### src/rtl/cond_branch_unit.sv
// rtl/cond_branch_unit.sv - conditional branch evaluator with flag store, one-entry result buffer and taken counter
module cond_branch_unit #(
   parameter int CNT_WIDTH = 8
) (
   input  logic                 clk,
   input  logic                 reset,
   input  logic                 flag_wr_en,
   input  logic [3:0]           flags_in,
   input  logic                 eval_valid,
   input  logic [3:0]           cond,
   output logic                 eval_ready,
   output logic                 result_valid,
   output logic                 taken,
   input  logic                 result_ack,
   output logic [3:0]           flags_q,
   input  logic                 count_clr,
   output logic [CNT_WIDTH-1:0] taken_count
);

   localparam logic ST_EMPTY = 1'b0;
   localparam logic ST_FULL  = 1'b1;

   localparam logic [CNT_WIDTH-1:0] CNT_MAX = {CNT_WIDTH{1'b1}};

   logic                 r_state;
   logic                 r_taken;
   logic [3:0]           r_flags;
   logic [CNT_WIDTH-1:0] r_count;

   logic       w_accept;
   logic [3:0] w_eff_flags;
   logic       w_n;
   logic       w_z;
   logic       w_c;
   logic       w_v;
   logic       w_taken;

   // A full buffer can still accept when the consumer drains it in the same cycle
   assign eval_ready   = (r_state == ST_EMPTY) | result_ack;
   assign w_accept     = eval_valid & eval_ready;
   assign result_valid = (r_state == ST_FULL);
   assign taken        = r_taken;
   assign flags_q      = r_flags;
   assign taken_count  = r_count;

   // Flags written this cycle are visible to the request evaluated this cycle
   assign w_eff_flags = flag_wr_en ? flags_in : r_flags;
   assign w_n = w_eff_flags[3];
   assign w_z = w_eff_flags[2];
   assign w_c = w_eff_flags[1];
   assign w_v = w_eff_flags[0];

   // Condition-code decode against the effective flags
   always_comb begin
      w_taken = 1'b0;
      case (cond)
         4'b0000: w_taken = w_z;
         4'b0001: w_taken = ~w_z;
         4'b0010: w_taken = w_c;
         4'b0011: w_taken = ~w_c;
         4'b0100: w_taken = w_n;
         4'b0101: w_taken = ~w_n;
         4'b0110: w_taken = w_v;
         4'b0111: w_taken = ~w_v;
         4'b1000: w_taken = w_c & ~w_z;
         4'b1001: w_taken = ~w_c | w_z;
         4'b1010: w_taken = (w_n == w_v);
         4'b1011: w_taken = (w_n != w_v);
         4'b1100: w_taken = ~w_z & (w_n == w_v);
         4'b1101: w_taken = w_z | (w_n != w_v);
         default: w_taken = 1'b1;
      endcase
   end

   // Flag store, updated regardless of the evaluation handshake
   always_ff @(posedge clk or posedge reset) begin
      if (reset) begin
         r_flags <= 4'b0000;
      end else if (flag_wr_en) begin
         r_flags <= flags_in;
      end
   end

   // Result buffer FSM: EMPTY/FULL with registered taken bit
   always_ff @(posedge clk or posedge reset) begin
      if (reset) begin
         r_state <= ST_EMPTY;
         r_taken <= 1'b0;
      end else begin
         case (r_state)
            ST_EMPTY: begin
               if (w_accept) begin
                  r_state <= ST_FULL;
                  r_taken <= w_taken;
               end
            end
            default: begin
               if (w_accept) begin
                  r_taken <= w_taken;
               end else if (result_ack) begin
                  r_state <= ST_EMPTY;
               end
            end
         endcase
      end
   end

   // Saturating count of taken acceptances; clear wins over increment
   always_ff @(posedge clk or posedge reset) begin
      if (reset) begin
         r_count <= '0;
      end else if (count_clr) begin
         r_count <= '0;
      end else if (w_accept && w_taken && (r_count != CNT_MAX)) begin
         r_count <= r_count + 1'b1;
      end
   end

endmodule

### config.mk
export PLATFORM = sky130hd
export DESIGN_NAME = cond_branch_unit
export DESIGN_NICKNAME = d
export VERILOG_FILES = /design/src/rtl/cond_branch_unit.sv
export SDC_FILE = /design/constraint.sdc
export NUM_CORES = 1
export LEC_CHECK = 0
export ABC_AREA = 1
export CAP_MARGIN = 20
export CORE_UTILIZATION = 50
export CTS_BUF_LIST = sky130_fd_sc_hd__clkbuf_8 sky130_fd_sc_hd__clkbuf_16
export DETAILED_ROUTE_END_ITERATION = 12
export GPL_ROUTABILITY_DRIVEN = 0
export PLACE_DENSITY = 0.82
export SYNTH_ARGS = -nofsm -noshare
export SYNTH_HDL_FRONTEND = slang
export SYNTH_SLANG_ARGS = --single-unit
export TNS_END_PERCENT = 30
### constraint.sdc
create_clock -name clk -period 3.5 [get_ports clk]
set_input_delay 0.7 -clock clk [delete_from_list [all_inputs] [get_ports clk]]
set_output_delay 0.7 -clock clk [all_outputs]
set_load 0.1 [all_outputs]
==> metrics, run 1 <==
cell leakage power 0.7465 nW; final hold violations 0; post-CTS sizing 0; final-stage net count 213; syn_nets 182; Die X 48.66 microns; Critical Path End taken_count[2]; FF-to-FF setup slack 1.76 ns; core area 2002 sq um; path class of the lowest-slack min-delay path register to register; share of layout cells above drive strength 1 13.20%; buffers added on ports 28; DR vias 1,136; number of storage elements in the synthesis netlist 14; maximum number of pins on one net before global-route repair 15; power density normalized to cell area 417.9 nW/um^2; CP top delay family buffers and inverters; number of antenna violations at the first check in global routing 0; Total Neg Setup Slack 0 ns; I/O Pins 29; logic depth of the worst setup path including buffers 1; fraction of the yosys area taken by sequential cells 32.18%; hold-fix buffer count after cts 0; Critical Path Max Stage Delay 1.16 ns; setup repair after global routing missed its margin false; Syn Inst Count 167; Worst setup EP type output pin; TritonCTS Buffers 3; endpoint required time on the critical path 2.80 ns; vias per std cell 5.071; hold path depth 2; Critical R2R Launch taken_count[0]; floorplan row count 16; final antenna-violating net count 0; syn avg cell area 6.518 sq um; number of remaining DRC errors 0; CTS Root Cell clkbuf_8; summed instance area of the synthesized netlist 1089 sq um; global route overflow 0; Post-Place Setup Slack 0.9011 ns; total area of sequential cells 350.3 sq um; category of the worst setup path launch point register; final worst-path setup slack 0.9646 ns; timing startpoint of the critical path taken_count[2]; reg-to-reg critical path endpoint taken_count[1]; count of filler cells inserted in the layout 172; count of TritonRoute iterations in the first routing pass 4; Distinct cells, synth 22; critical path type register to output pin; Critical Path Slowest Stage Cell clkdlybuf4s50_1; clock network latency to the later pin of the worst-skew pair 0.25 ns; Max Buffers Root-to-Sink 2; antenna fix cells 0; result of the run finished, final reports clean; HPWL after DPL 2029 microns; post-CTS setup buffers 0; final WL 2572 microns; part of the cycle the worst path needs 72.44%; Total GRT Usage 25.10%; maximum VDD drop 0.3794 mV; Design Power 0.5998 mW; clock transition time at the flip-flop clock pins of the worst setup and hold paths 0.06 ns; Bufs and invs on worst path 1; Tightest Pin Transition 0.9680 ns; multi-input gate area in the final layout 629.4 sq um; Ys Warns 0; worst-case reg-to-reg path depth 8; Setup-failing EPs final 0; most common cell after layout, fill and taps aside nand2_1; routed length per placed instance 11.48 microns; Initial Utilization 54.38%; die height 48.66 microns; max-cap violation count 0; TritonCTS clock tree done; number of global-route vias before repair 1,120; Layout Area Growth over Synthesis 31.84%; First DRT Iteration DRCs 34; Worst slew margin 35.26%; maximum level of the CTS H-tree 1; final count of pins violating max slew 0; data arrival time of the critical path 1.84 ns; wire length of the first global-routing pass 4685 microns; Die ar. 2368 sq um; sinks on the clock net 14; highest attainable clock frequency 0.3944 GHz; final period demand of the worst path 2.535 ns; worst-path cell chain clkdlybuf4s50_1; maximum fanout encountered on the critical timing path 5; leading cell types in the layout, fill and taps excluded nand2_1, nor2_1, clkdlybuf4s50_1, inv_1, nand3_1; worst setup skew after layout 0.001055 ns
==> synthesized netlist by cell type <==
| master | n | area, sq um |
|---|---|---|
| nand3_1 | 16 | 80.08 |
| nand3_4 | 1 | 17.52 |
| a21oi_1 | 1 | 5.000 |
| inv_1 | 21 | 78.83 |
| or2_1 | 1 | 6.260 |
| dfrtp_1 | 14 | 350.3 |
| nor3_1 | 3 | 15.01 |
| nor2_1 | 27 | 101.4 |
| nand2_4 | 4 | 45.04 |
| nor2_2 | 1 | 6.260 |
| nand2_1 | 54 | 202.7 |
| xor2_1 | 3 | 26.28 |
| buf_6 | 1 | 11.26 |
| clkbuf_1 | 1 | 3.750 |
| o21ai_0 | 1 | 5.000 |
| ha_1 | 1 | 12.51 |
| inv_8 | 1 | 11.26 |
| clkinv_1 | 1 | 3.750 |
| xnor2_1 | 1 | 8.760 |
| nand3_2 | 2 | 20.02 |
| nand2_2 | 10 | 62.56 |
| nor3b_1 | 2 | 15.01 |
==> how the worst min path moves through the flow <==
stage                         to         start
finish              result_valid  result_valid
global route        result_valid  result_valid
CTS                   flags_q[2]    flags_q[2]
detailed placement  result_valid  result_valid
global placement    result_valid  result_valid
floorplan             flags_q[0]         reset
==> routing by layer <==
| metal | vias up | global-route usage (%) | part of all wire (%) |
|---|---|---|---|
| met5 | - | 0 | 0 |
| met4 | 0 | 7.353 | 1.0 |
| met3 | 5 | 4.403 | 5.8 |
| met2 | 39 | 42.36 | 47 |
| met1 | 525 | 32.61 | 46 |
| li1 | 567 | - | - |
==> cell families after synthesis <==
group | Yosys count | share of synthesized area [%]
AOI/OAI and AO/OA | 2 | 0.9187
DFF | 14 | 32.18
adders and majority gates | 1 | 1.149
xor gates and xnor gates | 4 | 3.219
and+or+nand+nor | 121 | 52.53
buffers and inverters | 25 | 10.00
==> power by group <==
| part | internal, mW | switching, mW | leakage, nW | total (mW) |
|---|---|---|---|---|
| sequential | 0.176 | 0.0137 | 0.181 | 0.190 |
| combinational | 0.0660 | 0.182 | 0.537 | 0.248 |
| clock | 0.0997 | 0.0619 | 0.0288 | 0.162 |
| total | 0.342 | 0.258 | 0.746 | 0.600 |
==> final cells by class <==
class	count	area share [%]
Sequential cell	14	24.41
Tap cell	27	2.354
Clock buffer	4	3.836
Inverter	23	6.539
Multi-Input combinational cell	128	43.85
Timing Repair Buffer	28	19.01
==> metrics by stage <==
step	util, %	instances	instance area (sq um)	hold slack, ns
after detailed placement	68.94	220	1380	0.5246
after CTS	71.69	224	1435	0.5418
after floorplan	-	167	1089	0.5892
final	71.69	224	1435	0.5441
after global routing	71.69	224	1435	0.5557
after global placement	68.94	220	1380	0.5060
==> state kept, by name (all words and copies together), names as in the netlist <==
signal	cells
flags_q	4
result_valid	1
taken_count	8
taken	1
No activity file was read; power rests on OpenSTA's default activity.
==> inputs of run 2 (changes only) <==
CORE_UTILIZATION = 48   (was 50)
PLACE_DENSITY = 0.79   (was 0.82)
clock period = 2.4 ns   (was 3.5 ns; I/O delays follow)
==> metrics, run 2 (synthesis results as in run 1) <==
Tightest Pin Transition 0.5484 ns (was 0.9680 ns); vias per std cell 4.942 (was 5.071); Max Buffers Root-to-Sink 2 (unchanged); final period demand of the worst path 2.189 ns; worst setup skew after layout 0.003683 ns (was 0.001055 ns); timing startpoint of the critical path flag_wr_en (was taken_count[2]); post-CTS sizing 0 (unchanged); clock network latency to the later pin of the worst-skew pair 0.25 ns (about the same); count of TritonRoute iterations in the first routing pass 4 (unchanged); CP top delay family simple AND/OR/NAND/NOR gates (was buffers and inverters); critical path type input port to register (was register to output pin); Total Neg Setup Slack 0 ns (unchanged); cell leakage power 0.7689 nW (was 0.7465 nW); First DRT Iteration DRCs 22 (was 34); Die X 49.62 microns (was 48.66 microns); endpoint required time on the critical path 2.53 ns (was 2.80 ns); Worst Hold Path EP flags_q[2] (was result_valid); core area 2042 sq um (was 2002 sq um); data arrival time of the critical path 2.32 ns (was 1.84 ns); TritonCTS Buffers 3 (unchanged); CTS Root Cell clkbuf_8 (unchanged); Layout Area Growth over Synthesis 30.23% (was 31.84%); final count of pins violating max slew 0 (unchanged); HPWL after DPL 1957 microns (was 2029 microns); Min Hold Slack 0.5443 ns (was 0.5441 ns); Critical Path Slowest Stage Cell clkdlybuf4s50_1 (unchanged); number of antenna violations at the first check in global routing 0 (unchanged); clock transition time at the flip-flop clock pins of the worst setup and hold paths 0.06 ns (about the same); share of layout cells above drive strength 1 19.29% (was 13.20%); TritonCTS clock tree done (unchanged); maximum fanout encountered on the critical timing path 9 (was 5); count of filler cells inserted in the layout 182 (was 172); Initial Utilization 53.31% (was 54.38%); Critical R2R Launch taken_count[0] (unchanged); final WL 2556 microns (was 2572 microns); Die ar. 2462 sq um (was 2368 sq um); final antenna-violating net count 0 (unchanged); sinks on the clock net 14 (unchanged); global route overflow 0 (unchanged); highest attainable clock frequency 0.4568 GHz; worst-path cell chain clkdlybuf4s50_1, nand2_1, nand2_4, nand2_4, nand3_1, nand2_1, nor2_2, nand3_2, nand3_4, nand2_4, nand2_1, nand2_1 (was clkdlybuf4s50_1); hold path depth 2 (unchanged); antenna fix cells 0 (unchanged); reg-to-reg critical path endpoint taken_count[2] (was taken_count[1]); Total GRT Usage 23.12% (was 25.10%); wire length of the first global-routing pass 4450 microns (was 4685 microns); number of global-route vias before repair 1,026 (was 1,120); path class of the lowest-slack min-delay path register to register (unchanged); Largest register FFs 8 (unchanged); Worst slew margin 63.40% (was 35.26%); worst-case reg-to-reg path depth 8 (unchanged); setup repair after global routing missed its margin false (unchanged); Design Power 0.8710 mW (was 0.5998 mW); result of the run finished, final reports clean (unchanged); FF-to-FF setup slack 0.71 ns (was 1.76 ns); maximum VDD drop 0.4424 mV (was 0.3794 mV); category of the worst setup path launch point input port (was register); most common cell after layout, fill and taps aside nand2_1 (unchanged); maximum number of pins on one net before global-route repair 15 (unchanged); number of remaining DRC errors 0 (unchanged); buffers added on ports 28 (unchanged); hold-fix buffer count after cts 0 (unchanged); Hold Startpoint flags_q[2] (was result_valid); maximum level of the CTS H-tree 1 (unchanged); I/O Pins 29 (unchanged); die height 49.62 microns (was 48.66 microns); final hold violations 0 (unchanged); power density normalized to cell area 614.4 nW/um^2 (was 417.9 nW/um^2); routed length per placed instance 11.41 microns (was 11.48 microns); post-CTS setup buffers 0 (unchanged); CP dominant cell by count nand2_1; DR vias 1,107 (was 1,136); leading cell types in the layout, fill and taps excluded nand2_1, nor2_1, inv_1, nand3_1 (was nand2_1, nor2_1, clkdlybuf4s50_1, inv_1, nand3_1); final-stage net count 213 (unchanged); Bufs and invs on worst path 1 (unchanged); post-route non-filler standard cell count 224 (unchanged); Cell Count Post-Placement 220 (unchanged); floorplan row count 16 (unchanged); Critical Path Max Stage Delay 0.74 ns (was 1.16 ns); part of the cycle the worst path needs 91.21%; Setup-failing EPs final 0 (unchanged); max-cap violation count 0 (unchanged); Worst setup EP type register (was output pin)
[run 2: layout make-up]
cell class | instances | area [sq um] | share of cell area (%)
multi-input cells | 128 | 629.4 | 44.40
flip-flops and latches | 14 | 350.3 | 24.71
repair buffers | 28 | 255.2 | 18.01
inverters | 23 | 93.84 | 6.620
well taps | 27 | 33.78 | 2.383
clock buffers | 4 | 55.05 | 3.883
[run 2: power breakdown]
part	internal [mW]	switching (mW)	leakage, nW	total [mW]
registers	0.257	0.0195	0.181	0.276
logic	0.0917	0.267	0.559	0.359
clock network	0.146	0.0903	0.0288	0.236
[run 2: per-stage QoR]
| step | utilization, % | setup WS (ns) | area (sq um) |
|---|---|---|---|
| floorplan | - | 0.1298 | 1089 |
| global placement | 66.73 | 0.06672 | 1363 |
| detailed placement | 66.73 | -0.01834 | 1363 |
| CTS | 69.42 | 0.2164 | 1418 |
| global route | 69.42 | 0.03214 | 1418 |
| finish | 69.42 | 0.2108 | 1418 |
[run 2: worst max path at each step]
stage,end,cells after the start
6_report,taken_count[2],12
4_1_cts,taken_count[2],12
5_1_grt,taken_count[5],12
3_3_place_gp,taken_count[1],12
3_5_place_dp,taken_count[2],12
2_1_floorplan,taken_count[0],8
[run 2: worst reg2reg max path, stage by stage (launching register included)]
cell     delay [ns]
dfrtp_1        0.41
ha_1           0.21
nand3_1        0.14
nor3b_1        0.29
nand2_1        0.14
nand3_4        0.17
nand2_4        0.10
nand2_1        0.07
nand2_1        0.06
[run 2: per-layer routing]
metal | GRT usage [%] | part of all wire (%)
met4 | 6.190 | 1.3
met1 | 31.54 | 48
met5 | 0 | 0
met3 | 3.086 | 5.1
met2 | 38.06 | 46
